### src/rtl/bcd_to_binary_seq_if.sv
// bcd_to_binary_seq_if: start/done handshake and data bus of the BCD-to-binary converter
interface bcd_to_binary_seq_if #(
  parameter int DIGITS = 4,
  parameter int BIN_W  = 14
);
  logic                  start;
  logic [4*DIGITS-1:0]   bcd;
  logic                  busy;
  logic                  done;
  logic [BIN_W-1:0]      binary;
  logic                  error;
  modport master (output start, bcd, input busy, done, binary, error);
  modport slave  (input start, bcd, output busy, done, binary, error);
endinterface

### src/rtl/bcd_to_binary_seq.sv
// bcd_to_binary_seq: packed BCD to binary by reverse double dabble, one shift per clock
module bcd_to_binary_seq #(
  parameter int DIGITS = 4,
  parameter int BIN_W  = 14
) (
  input logic                clk,
  input logic                rst_n,
  bcd_to_binary_seq_if.slave bus
);
  localparam int W  = 4 * DIGITS;
  localparam int CW = $clog2(BIN_W + 1);
  typedef enum logic [1:0] {IDLE, SHIFT, DONE} state_t;
  state_t           state_q, state_d;
  logic [W-1:0]     bcd_q, bcd_d, sh;
  logic [BIN_W-1:0] bin_q, bin_d, bin_sh, binary_q, binary_d;
  logic [CW-1:0]    cnt_q, cnt_d;
  logic             done_q, done_d, error_q, error_d, bad;
  assign bin_sh = {bcd_q[0], bin_q[BIN_W-1:1]};
  // shifted digits that land at 8..15 held an odd-weighted ten; subtract 3 to restore BCD
  always_comb begin
    bad = 1'b0;
    sh  = bcd_q >> 1;
    for (int i = 0; i < DIGITS; i++) begin
      bad = bad | (bus.bcd[4*i+:4] > 4'd9);
      sh[4*i+:4] = (sh[4*i+:4] >= 4'd8) ? sh[4*i+:4] - 4'd3 : sh[4*i+:4];
    end
  end
  always_comb begin
    state_d  = state_q;
    bcd_d    = bcd_q;
    bin_d    = bin_q;
    cnt_d    = cnt_q;
    done_d   = 1'b0;
    error_d  = error_q;
    binary_d = binary_q;
    case (state_q)
      IDLE: if (bus.start) begin
        if (bad) begin
          state_d  = DONE;
          done_d   = 1'b1;
          error_d  = 1'b1;
          binary_d = '0;
        end else begin
          state_d = SHIFT;
          bcd_d   = bus.bcd;
          bin_d   = '0;
          cnt_d   = '0;
        end
      end
      SHIFT: begin
        bcd_d = sh;
        bin_d = bin_sh;
        cnt_d = cnt_q + CW'(1);
        if (cnt_q == CW'(BIN_W - 1)) begin
          state_d  = DONE;
          done_d   = 1'b1;
          error_d  = 1'b0;
          binary_d = bin_sh;
        end
      end
      DONE:    state_d = IDLE;
      default: state_d = IDLE;
    endcase
  end
  always_ff @(posedge clk or negedge rst_n) begin
    if (!rst_n) begin
      state_q  <= IDLE;
      bcd_q    <= '0;
      bin_q    <= '0;
      cnt_q    <= '0;
      done_q   <= 1'b0;
      error_q  <= 1'b0;
      binary_q <= '0;
    end else begin
      state_q  <= state_d;
      bcd_q    <= bcd_d;
      bin_q    <= bin_d;
      cnt_q    <= cnt_d;
      done_q   <= done_d;
      error_q  <= error_d;
      binary_q <= binary_d;
    end
  end
  assign bus.busy   = (state_q == SHIFT);
  assign bus.done   = done_q;
  assign bus.error  = error_q;
  assign bus.binary = binary_q;
endmodule
### src/flat_wrapper.sv
// flat-port wrapper written by rule: the top's interface ports become plain ports
module bcd_to_binary_seq_flat 
#(
  parameter int DIGITS = 4,
  parameter int BIN_W  = 14
)
  (clk, rst_n, bus_start, bus_bcd, bus_busy, bus_done, bus_binary, bus_error);
  bcd_to_binary_seq_if #(.DIGITS(DIGITS), .BIN_W(BIN_W)) bus_i ();
  input logic clk;
  input logic rst_n;
  input wire logic [$bits(bus_i.start)-1:0] bus_start;
  input wire logic [$bits(bus_i.bcd)-1:0] bus_bcd;
  output wire logic [$bits(bus_i.busy)-1:0] bus_busy;
  output wire logic [$bits(bus_i.done)-1:0] bus_done;
  output wire logic [$bits(bus_i.binary)-1:0] bus_binary;
  output wire logic [$bits(bus_i.error)-1:0] bus_error;
  assign bus_i.start = bus_start;
  assign bus_i.bcd = bus_bcd;
  assign bus_busy = bus_i.busy;
  assign bus_done = bus_i.done;
  assign bus_binary = bus_i.binary;
  assign bus_error = bus_i.error;
  bcd_to_binary_seq #(.DIGITS(DIGITS), .BIN_W(BIN_W)) u_core (.clk(clk), .rst_n(rst_n), .bus(bus_i));
endmodule
### config.mk
export PLATFORM = sky130hd
export DESIGN_NAME = bcd_to_binary_seq_flat
export DESIGN_NICKNAME = d
export VERILOG_FILES = /design/src/rtl/bcd_to_binary_seq_if.sv /design/src/rtl/bcd_to_binary_seq.sv /design/src/flat_wrapper.sv
export SDC_FILE = /design/constraint.sdc
export NUM_CORES = 1
export LEC_CHECK = 0
export CAP_MARGIN = 15
export CELL_PAD_IN_SITES_DETAIL_PLACEMENT = 2
export CELL_PAD_IN_SITES_GLOBAL_PLACEMENT = 2
export CORE_MARGIN = 4
export CORE_UTILIZATION = 38
export DETAILED_ROUTE_END_ITERATION = 7
export MAX_ROUTING_LAYER = met4
export PLACE_DENSITY = 0.92
export SLEW_MARGIN = 40
export SYNTH_ARGS = -nofsm -noshare
export SYNTH_HDL_FRONTEND = slang
export SYNTH_SLANG_ARGS = --single-unit
### constraint.sdc
create_clock -name clk -period 4.2 [get_ports clk]
set_input_delay 0.63 -clock clk [delete_from_list [all_inputs] [get_ports clk]]
set_output_delay 0.63 -clock clk [all_outputs]
set_load 0.05 [all_outputs]
Word-level counts from Yosys, hierarchy flattened --
Cells that the tools add are included.
Operators by class: $lt $le $gt $ge 8, equality and inequality tests 6, muxes and demuxes 29, bitwise gates (word level) 3, reduce and logical (&&, ||, !) cells 5, $add $sub $neg 5
Operators by type and width (count):
- $mux 14 | 5
- $pmux 14 s2 | 2
- $mux 16 | 2
- $pmux 16 s2 | 1
- $mux 4 | 6
- $gt 4x4->1 const B | 4
- $ge 4x4->1 const B | 3
- $sub 4x2->4 const B | 3
- $pmux 4 s2 | 1
- $mux 1 | 6
- $mux 2 | 3
- $add 4x1->4 const B | 1
- $eq 4x4->1 const B | 1
- $ge 3x4->1 const B | 1
- $ne 2x1->1 const B | 2
- $ne 2x2->1 const B | 2
- $pmux 1 s2 | 2
- $pmux 2 s2 | 1
- $reduce_and 4->1 | 1
- $sub 3x2->4 const B | 1
- $or 1x1->1 | 3
- $reduce_and 3->1 | 1
- $eq 2x1->1 const B | 1
- $logic_not 2->1 | 1
- other kinds (2) | 2
Storage, ports and cells: word-level logic and storage cells 63, register bits after elaboration 52, output and inout port bits 17, input bits 19

Longest topological paths before layout --
Gate-level depths: netlist (run 1).
depth in word-level cells 7, depth in mapped cells 9, depth with buffers taken out 6

Worst setup path after synthesis (run 1) --
Ideal clock, no wire load.
path kind input -> register, start input port bus_bcd[10], end register u_core.bcd_q[10], required time 4076 ps, path slack 2477 ps, data arrival time 1599 ps, buffers on the path 2, setup time 124 ps, stages 6, cell sequence o21ai_1 -> and4_1 -> buf_2 -> buf_4 -> a211oi_1 -> a211o_1
On the way: word-level cells in the longest chain between the ends 5, elaborated cells on any way between the ends 8, classes of those cells 1 x order compare; 1 x eq/ne; 3 x mux; 2 x bitwise; 1 x reduce/logical
RTL lines:
- from (decl) | line flat_wrapper.sv:12 | input wire logic [$bits(bus_i.bcd)-1:0] bus_bcd;
- $gt 4x4->1 | line bcd_to_binary_seq.sv:24 | bad = bad | (bus.bcd[4*i+:4] > 4'd9);
- $or 1x1->1 (2 in a row) | line bcd_to_binary_seq.sv:24
- $ne 2x2->1 (no line)
- $reduce_and 3->1 (no line)
- to (signal assigned) | line bcd_to_binary_seq.sv:68 | bcd_q <= '0;
- to (signal assigned) | line bcd_to_binary_seq.sv:76 | bcd_q <= bcd_d;
- to (decl) | line bcd_to_binary_seq.sv:14 | logic [W-1:0] bcd_q, bcd_d, sh;
Parallel ways exist; a longest one is shown, timed or not. The select of a mux whose other input is x is not followed. A chain may end at the register's enable or synchronous reset.

Worst setup path in the final report (run 1) --
start register u_core.state_q[1], end output port bus_busy
On the way: word-level cells in the longest chain between the ends 1
RTL lines:
- from (decl) | line bcd_to_binary_seq.sv:13 | state_t state_q, state_d;
- from (signal assigned) | line bcd_to_binary_seq.sv:75 | state_q <= state_d;
- $eq 2x1->1 | line bcd_to_binary_seq.sv:84 | assign bus.busy = (state_q == SHIFT);
- to (decl) | line flat_wrapper.sv:13 | output wire logic [$bits(bus_i.busy)-1:0] bus_busy;
No other way between the ends.

==> impl_metrics.tcl, run 1 <==
set metrics [dict create \
    status "complete, no violations" \
    dieArea_sq_um 8171 \
    fillers 672 \
    start_util_pct 39.95 \
    grt_usage_pct 20.46 \
    hp-class "in2async" \
    drive_gt1_share_pct 11.90 \
    placementRows 29 \
    cts_buffers 5 \
    grt.overflow.total 0 \
    hpwl_mm 5.113 \
    grt_pass1_vias 2365 \
    cp.required_ns 3.57 \
    multi_input_area_sq_um 1089 \
    wl_mm 7.813 \
    initialDrtViolationCount 106 \
    worstSetupEndpointType "output pin" \
    tightestPinTransition_ns 0.6826 \
    drv_cap 0 \
    drc 0 \
    syn-cell-area_sq_um 2580 \
    ys.flop_type "dfrtp_1" \
    crit_arrival_ns 2.53 \
    period_share_pct 75.35 \
    tritoncts "yes" \
    seq_area_sq_um 1276 \
    skew_ns 0.01271 \
    synth_edf_count 0 \
    vias_per_cell 5.942 \
    hold_viol 0 \
    antenna_found_initial 0 \
    cts_setup_buffers 0 \
    maxSlewViolCount 0 \
    clk_path_buf_depth 2 \
    routedWlPerCell_um 22.58 \
    placed_area_sq_um 2920 \
    syn_area_per_cell_sq_um 10.57 \
    synth_cell_types 41 \
    synth_nets 271 \
    insertion_delay_ns 0.31 \
    peakVddDrop_mv 0.2648 \
    n_antenna_cell 0 \
    synthArstFlopShare_pct 100.0 \
    yosys_warnings 0 \
    ant_nets 0 \
    die_y_um 90.40 \
    fmax_ghz 0.3160 \
    power_density_nw_per_um2 688.0 \
    stdcell_area_sq_um 3053 \
    cts_hold_buf 0 \
    die_width_um 90.40 \
    cts.htree.levels 2 \
    cts-root-buf "clkbuf_8" \
    netlist_instances 244 \
    grt_setup_unrepaired "false" \
    slew_headroom_pct 54.45 \
    ys_ff_latch 51 \
    drt-pass1-iter-count 4 \
    grt_pass1_wl_mm 12.99 \
    core_sq_um 6459 \
    setup-tns-final_ns 0 \
    setup_viol 0 \
    routabilityCongestion 0.8100 \
    ios 36 \
    clkSinkCount 51 \
    grt_start_max_net_pins 39 \
    ys_seq_area_share_pct 49.47 \
    numPortBuffers 35 \
    vias 2056 \
    cts.clk_slew.worst_paths_ns 0.10 \
    cts_resized 0 \
    period_needed_ns 3.165 \
    start_kind "flop" \
    synthToLayoutAreaGrowth_pct 18.33 \
    nets 295 \
    crit_fanout 29 \
    crit_type "reg2out" \
    p_leak_uw 0.001370 \
]
[logic make-up after synthesis]
kind of cell / share of synthesized area (%)
fa+ha+maj: 3.880
simple gates: 6.548
buf+inv: 8.341
xor+xnor: 2.716
compound gates: 27.89
flops: 49.47
mux: 1.164
[power by group]
part           internal (uW)  switching (uW)  leakage (uW)  total, uW
Clock                    238             170     0.0000654        409
Combinational            365             443      0.000680        808
Sequential               665             219      0.000625        884
Total                   1270             833       0.00137       2100
[stage by stage]
step	setup WS (ns)	power [uW]	hold WS, ns	util (%)	std cells
6_report	1.035	2100	0.2072	47.27	346
5_1_grt	0.9388	2240	0.2160	47.27	346
4_1_cts	1.063	2108	0.2162	47.27	346
3_5_place_dp	1.442	1661	0.4819	45.21	338
3_3_place_gp	1.531	1588	0.4832	45.21	338
2_1_floorplan	2.477	1422	0.3344	-	244
[Yosys cell counts (3+ instances only)]
master / number / area, sq um
a31oi_1: 4 / 25.02
buf_6: 3 / 33.78
buf_2: 6 / 30.03
a21oi_1: 7 / 35.03
mux2i_1: 3 / 30.03
a22o_1: 14 / 122.6
inv_1: 23 / 86.33
a211oi_1: 12 / 90.09
ha_1: 8 / 100.1
clkbuf_1: 8 / 30.03
o21ai_1: 4 / 20.02
a211o_1: 9 / 78.83
o22ai_1: 19 / 118.9
a31o_2: 11 / 96.34
o21ai_0: 7 / 35.03
xnor2_1: 6 / 52.55
nand2_1: 12 / 45.04
nor2_1: 5 / 18.77
nor2b_1: 3 / 18.77
o32ai_1: 3 / 26.28
dfrtp_1: 51 / 1276
[registers in the layout, summed over array words and instances (netlist names)]
signal,cells
u_core.bcd_q,16
u_core.bus.binary,14
u_core.bin_q,13
u_core.cnt_q,4
u_core.state_q,2
u_core.bus.done,1
u_core.bus.error,1
[per-layer routing]
layer,vias up,routed length (um),global-route usage (%)
met5,-,0,-
met4,0,203,7.143
met3,18,201,3.250
met2,42,3873,32.92
met1,1057,3535,26.27
li1,939,-,-
[final cells by class]
type	instances	area share, %
Clock inverter	2	1.967
Clock buffer	6	2.377
Tap cell	77	3.156
Inverter	27	3.484
Timing Repair Buffer	36	11.56
Sequential cell	51	41.80
Multi-Input combinational cell	147	35.66
[layout by cell type (no fill, tap or decap), types with 3 or more instances in the layout]
master	instances
a211o_1	9
a211oi_1	12
a21oi_1	7
a22o_1	14
a31o_2	11
a31oi_1	4
clkbuf_8	5
clkdlybuf4s50_1	34
dfrtp_1	51
ha_1	8
inv_1	23
mux2i_1	3
nand2_1	12
nor2_1	5
nor2b_1	3
o21ai_0	7
o21ai_1	4
o22ai_1	19
o32ai_1	3
xnor2_1	6
[worst max-delay path, stage by stage, from the launching register on]
cell	delay, ns
dfrtp_1	0.53
inv_4	0.30
nand2_4	0.28
inv_4	0.25
clkdlybuf4s50_1	0.83
[final timing paths]
path	cells past startpoint	slack, ns	start	end
worst max-delay path	4	1.04	u_core.state_q[1]	bus_busy
worst min-delay path	1	0.21	rst_n	u_core.bcd_q[5]
worst max register to register	6	1.95	u_core.state_q[1]	u_core.bus.binary[6]
worst min register to register	1	0.51	u_core.bus.binary[2]	u_core.bus.binary[2]
max in group asynchronous	2	3.18	rst_n	u_core.bcd_q[8]
min in group clk	1	0.51	u_core.bus.binary[2]	u_core.bus.binary[2]
Note: power is estimated with default switching activity, not from simulation.
==> run 2: changes to the inputs <==
CORE_UTILIZATION = 35   (was 38)
PLACE_DENSITY = 0.86   (was 0.92)
clock period = 3.2 ns   (was 4.2 ns; I/O delays follow)
==> run 2 against run 1 <==
  * Die area is 7.8% higher
  * Critical endpoint unchanged
  * Wire length is 1.4% higher
  * Clock power is 17% higher
  * Sequential share of layout area is 0.59 points lower
  * Critical path depth stayed put
  * First-iteration DRC count is 29% lower
  * Total power is 28% higher
  * Cell count is 7.5% higher
  * Clock-buffer cell count is 1 lower
  * Non-clock buffer count is 4 higher
  * Largest cell class unchanged
==> impl_metrics.tcl, run 2 (synthesis results as in run 1) <==
set metrics [dict create \
    status "complete, no violations" \
    cp.required_ns 2.72 \
    grt.overflow.total 0 \
    grt_setup_unrepaired "false" \
    setup-tns-final_ns 0 \
    path_common_cell "inv_4" \
    p_clk_share_pct 17.8 \
    cts_setup_buffers 0 \
    start_util_pct 35.76 \
    p_sw_uw 1094 \
    initialDrtViolationCount 75 \
    worstSetupEndpointType "output pin" \
    routedWlPerCell_um 21.29 \
    period_share_pct 93.01 \
    crit_fanout 29 \
    p_total_uw 2688 \
    fin_ws_ns 0.2237 \
    maxSlewViolCount 0 \
    cts.clk_slew.worst_paths_ns 0.10 \
    power_density_nw_per_um2 868.2 \
    placementRows 31 \
    antenna_found_initial 0 \
    peakVddDrop_mv 0.2198 \
    crit_path_top_delay_cell "clkdlybuf4s50_1" \
    n_antenna_cell 0 \
    p_leak_uw 0.001384 \
    vias_per_cell 5.637 \
    period_needed_ns 2.976 \
    clkSinkCount 51 \
    pre_cts_slack_ns 0.6030 \
    dieArea_sq_um 8809 \
    clk_path_buf_depth 2 \
    cts_resized 0 \
    hold_viol 0 \
    fmax_ghz 0.3360 \
    grt_pass1_vias 2337 \
    core_sq_um 7214 \
    crit_buf_inv 3 \
    ant_nets 0 \
    ios 36 \
    cts_buffers 5 \
    slew_headroom_pct 57.74 \
    numPortBuffers 35 \
    grt_pass1_wl_mm 12.99 \
    seq_power_share_pct 42.7 \
    routabilityCongestion 0.8593 \
    die_width_um 93.86 \
    skew_ns 0.008576 \
    crit_arrival_ns 2.50 \
    cp_cell_sequence "inv_4, nand2_4, inv_4, clkdlybuf4s50_1" \
    final_cell_mix "dfrtp_1, clkdlybuf4s50_1, inv_1" \
    drc 0 \
    crit_type "reg2out" \
    cts_hold_buf 0 \
    path_delay_family "buffers and inverters" \
    holdWs_ns 0.09010 \
    grt_usage_pct 19.65 \
    multi_input_area_sq_um 1089 \
    seq_area_sq_um 1276 \
    hpwl_mm 5.450 \
    wl_mm 7.920 \
    top_register "u_core.bcd_q" \
    drv_cap 0 \
    die_y_um 93.86 \
    nets 299 \
    hp-class "in2async" \
    switching_share_pct 40.71 \
    fillers 759 \
    p_comb_share_pct 39.5 \
    tightestPinTransition_ns 0.6332 \
    vias 2097 \
    drt-pass1-iter-count 4 \
    cts-root-buf "clkbuf_8" \
    layout_commonest_cell "dfrtp_1" \
    insertion_delay_ns 0.32 \
    cts.htree.levels 2 \
    drive_gt1_share_pct 13.55 \
    tritoncts "yes" \
    setup_viol 0 \
    power.internal_uw 1594 \
    grt_start_max_net_pins 35 \
    largest_reg_flops 16 \
    cpPeakStageDelay_ns 0.83 \
    start_kind "flop" \
    synthToLayoutAreaGrowth_pct 20.03 \
]
==> run 2: changes by cell type in the layout (fill, tap and decap cells not counted) <==
cell	before	now
inv_6	0	1
bufinv_16	2	1
buf_2	1	0
clkinv_4	0	1
buf_4	1	6
clkbuf_1	1	0
==> run 2: layout make-up <==
type | count | area share [%]
clock buffer | 5 | 2.222
multi-input combinational | 147 | 35.15
clock inverter | 3 | 1.535
sequential | 51 | 41.21
tap | 99 | 4.000
inverter | 27 | 3.434
timing repair buffer | 40 | 12.44
==> run 2: worst paths after layout <==
check / start / to / slack, ns / cells after the start
setup / recovery: u_core.state_q[1] / bus_busy / 0.22 / 4
hold / removal: rst_n / u_core.bus.done / 0.09 / 1
setup reg to reg: u_core.state_q[1] / u_core.bus.binary[8] / 0.99 / 6
hold reg to reg: u_core.bus.binary[9] / u_core.bus.binary[9] / 0.51 / 1
max in group asynchronous: rst_n / u_core.bin_q[7] / 2.48 / 2
min in group clk: u_core.bus.binary[9] / u_core.bus.binary[9] / 0.51 / 1
==> run 2: layer usage <==
layer	wire [um]	part of all wire (%)	GRT usage, %
met5	0	0	-
met4	210	2.7	7.702
met3	228	2.9	3.045
met2	4102	52	32.64
met1	3380	43	24.03
==> run 2: power by group through the flow <==
stage / Clock [uW] / Sequential, uW / Combinational [uW]
4_1_cts: 483 / 1140 / 1070
5_1_grt: 516 / 1170 / 1180
3_5_place_dp: 0 / 1150 / 1040
3_3_place_gp: 0 / 1120 / 967
6_report: 479 / 1150 / 1060
2_1_floorplan: 0 / 1060 / 807
==> run 2: per-stage QoR <==
stage	util (%)	cell area (sq um)	instances
after floorplan	-	2580	244
after global placement	41.28	2978	364
after detailed placement	41.28	2978	364
after CTS	42.89	3094	372
after global routing	42.92	3097	372
final	42.92	3097	372
==> run 3: changes to the inputs <==
==> constraint.sdc (replaced) <==
create_clock -name clk -period 3.2 [get_ports clk]
set_input_delay 0.48 -clock clk [delete_from_list [all_inputs] [get_ports clk]]
set_output_delay 0.48 -clock clk [all_outputs]
set_load 0.02 [all_outputs]
==> run 3 against run 2 <==
  * Wire length shrank 2.3%
  * Clock skew rose by 0.0075 ns
  * Sequential share of layout area up 0.10 points
  * Register-to-register slack better by 0.11 ns
  * Worst hold slack lost 0.0019 ns
  * Flip-flop and latch count did not move
  * Non-clock buffer count is 1 lower
  * Critical path type unchanged
  * Cell count decreased by 0.27%
==> impl_metrics.tcl, run 3 (synthesis results as in run 1) <==
set metrics [dict create \
    cts_buffers 5 \
    cpPeakStageDelay_ns 0.62 \
    antenna_found_initial 0 \
    grt_setup_unrepaired "false" \
    placed_area_sq_um 2970 \
    ant_nets 0 \
    peakVddDrop_mv 0.2680 \
    fmax_ghz 0.3803 \
    grt.overflow.total 0 \
    crit_cells 4 \
    hold_viol 0 \
    p_clk_share_pct 18.1 \
    drv_cap 0 \
    skew_ns 0.01604 \
    insertion_delay_ns 0.32 \
    top_register "u_core.bcd_q" \
    cts.htree.levels 2 \
    crit_type "reg2out" \
    layout_commonest_cell "dfrtp_1" \
    fin_util_pct 42.82 \
    start_util_pct 35.76 \
    dieArea_sq_um 8809 \
    routedWlPerCell_um 20.85 \
    grt_usage_pct 19.37 \
    cp_cell_sequence "inv_4, nand2_4, inv_4, clkdlybuf4s50_1" \
    vias_per_cell 5.596 \
    worstSetupEndpointType "output pin" \
    cts_hold_buf 0 \
    synthToLayoutAreaGrowth_pct 19.74 \
    period_needed_ns 2.630 \
    power.internal_uw 1592 \
    final_cell_mix "dfrtp_1, clkdlybuf4s50_1, inv_1" \
    hp-class "in2async" \
    tritoncts "yes" \
    wl_mm 7.735 \
    p_leak_uw 0.001379 \
    tightestPinTransition_ns 0.6648 \
    p_sw_uw 1041 \
    p_total_uw 2633 \
    crit_buf_inv 3 \
    path_common_cell "inv_4" \
    start_kind "flop" \
    setup-tns-final_ns 0 \
    reg2reg_depth 5 \
    setup_viol 0 \
    cts.clk_slew.worst_paths_ns 0.11 \
    routabilityCongestion 0.7811 \
    path_delay_family "buffers and inverters" \
    nets 298 \
    slew_headroom_pct 55.68 \
    cts_setup_buffers 0 \
    holdWs_ns 0.08824 \
    cp.required_ns 2.72 \
    status "complete, no violations" \
    die_width_um 93.86 \
    vias 2076 \
    drc 0 \
    grt_pass1_wl_mm 12.92 \
    power_density_nw_per_um2 852.3 \
    switching_share_pct 39.52 \
    crit_fanout 23 \
    grt_pass1_vias 2294 \
    crit_path_top_delay_cell "clkdlybuf4s50_1" \
    clk_path_buf_depth 2 \
    placementRows 31 \
    grt_start_max_net_pins 35 \
    cts-root-buf "clkbuf_8" \
    p_comb_share_pct 38.1 \
    initialDrtViolationCount 74 \
    period_share_pct 82.18 \
    n_antenna_cell 0 \
    maxSlewViolCount 0 \
    hpwl_mm 5.168 \
    clkSinkCount 51 \
    core_sq_um 7214 \
    largest_reg_flops 16 \
    ios 36 \
    stdcell_area_sq_um 3089 \
    drive_gt1_share_pct 13.24 \
    crit_arrival_ns 2.15 \
    die_y_um 93.86 \
    cts_resized 0 \
    numPortBuffers 35 \
    drt-pass1-iter-count 4 \
    seq_power_share_pct 43.8 \
]
-- run 3: changes by cell type in the layout (fill, tap and decap cells not counted) --
cell,before,now
buf_4,6,5
-- run 3: final cells by class --
type	count	area, sq um
clock buffers	5	68.82
clock inverters	3	47.55
fillers	784	4125
inverters	27	106.4
multi-input cells	147	1089
flip-flops and latches	51	1276
well taps	99	123.9
repair buffers	39	377.9
-- run 3: per-layer routing --
layer	GRT usage (%)	vias up	wire, um
met4	4.332	0	93
met5	-	-	0
met2	31.76	47	3851
met1	25.61	1076	3497
li1	-	947	-
met3	2.724	6	292
-- run 3: per-stage QoR --
| step | instances | setup WS (ns) |
|---|---|---|
| CTS | 371 | 0.5725 |
| global route | 371 | 0.4986 |
| finish | 371 | 0.5703 |
| floorplan | 244 | 1.627 |
| detailed placement | 363 | 0.6414 |
| global placement | 363 | 0.6996 |
-- run 3: path summary, 6_finish.rpt --
path	slack, ns	start	to
setup / recovery	0.57	u_core.state_q[1]	bus_busy
hold / removal	0.09	rst_n	u_core.bus.done
setup reg to reg	1.10	u_core.state_q[0]	u_core.bcd_q[5]
hold reg to reg	0.51	u_core.bus.binary[8]	u_core.bus.binary[8]
max in group asynchronous	2.45	rst_n	u_core.cnt_q[3]
min in group clk	0.51	u_core.bus.binary[8]	u_core.bus.binary[8]
-- run 3: power by group through the flow --
| stage | registers, uW | clock network, uW | logic (uW) |
|---|---|---|---|
| floorplan | 1040 | 0 | 800 |
| CTS | 1150 | 489 | 1010 |
| global route | 1190 | 518 | 1120 |
| detailed placement | 1160 | 0 | 981 |
| finish | 1150 | 477 | 1000 |
| global placement | 1140 | 0 | 917 |
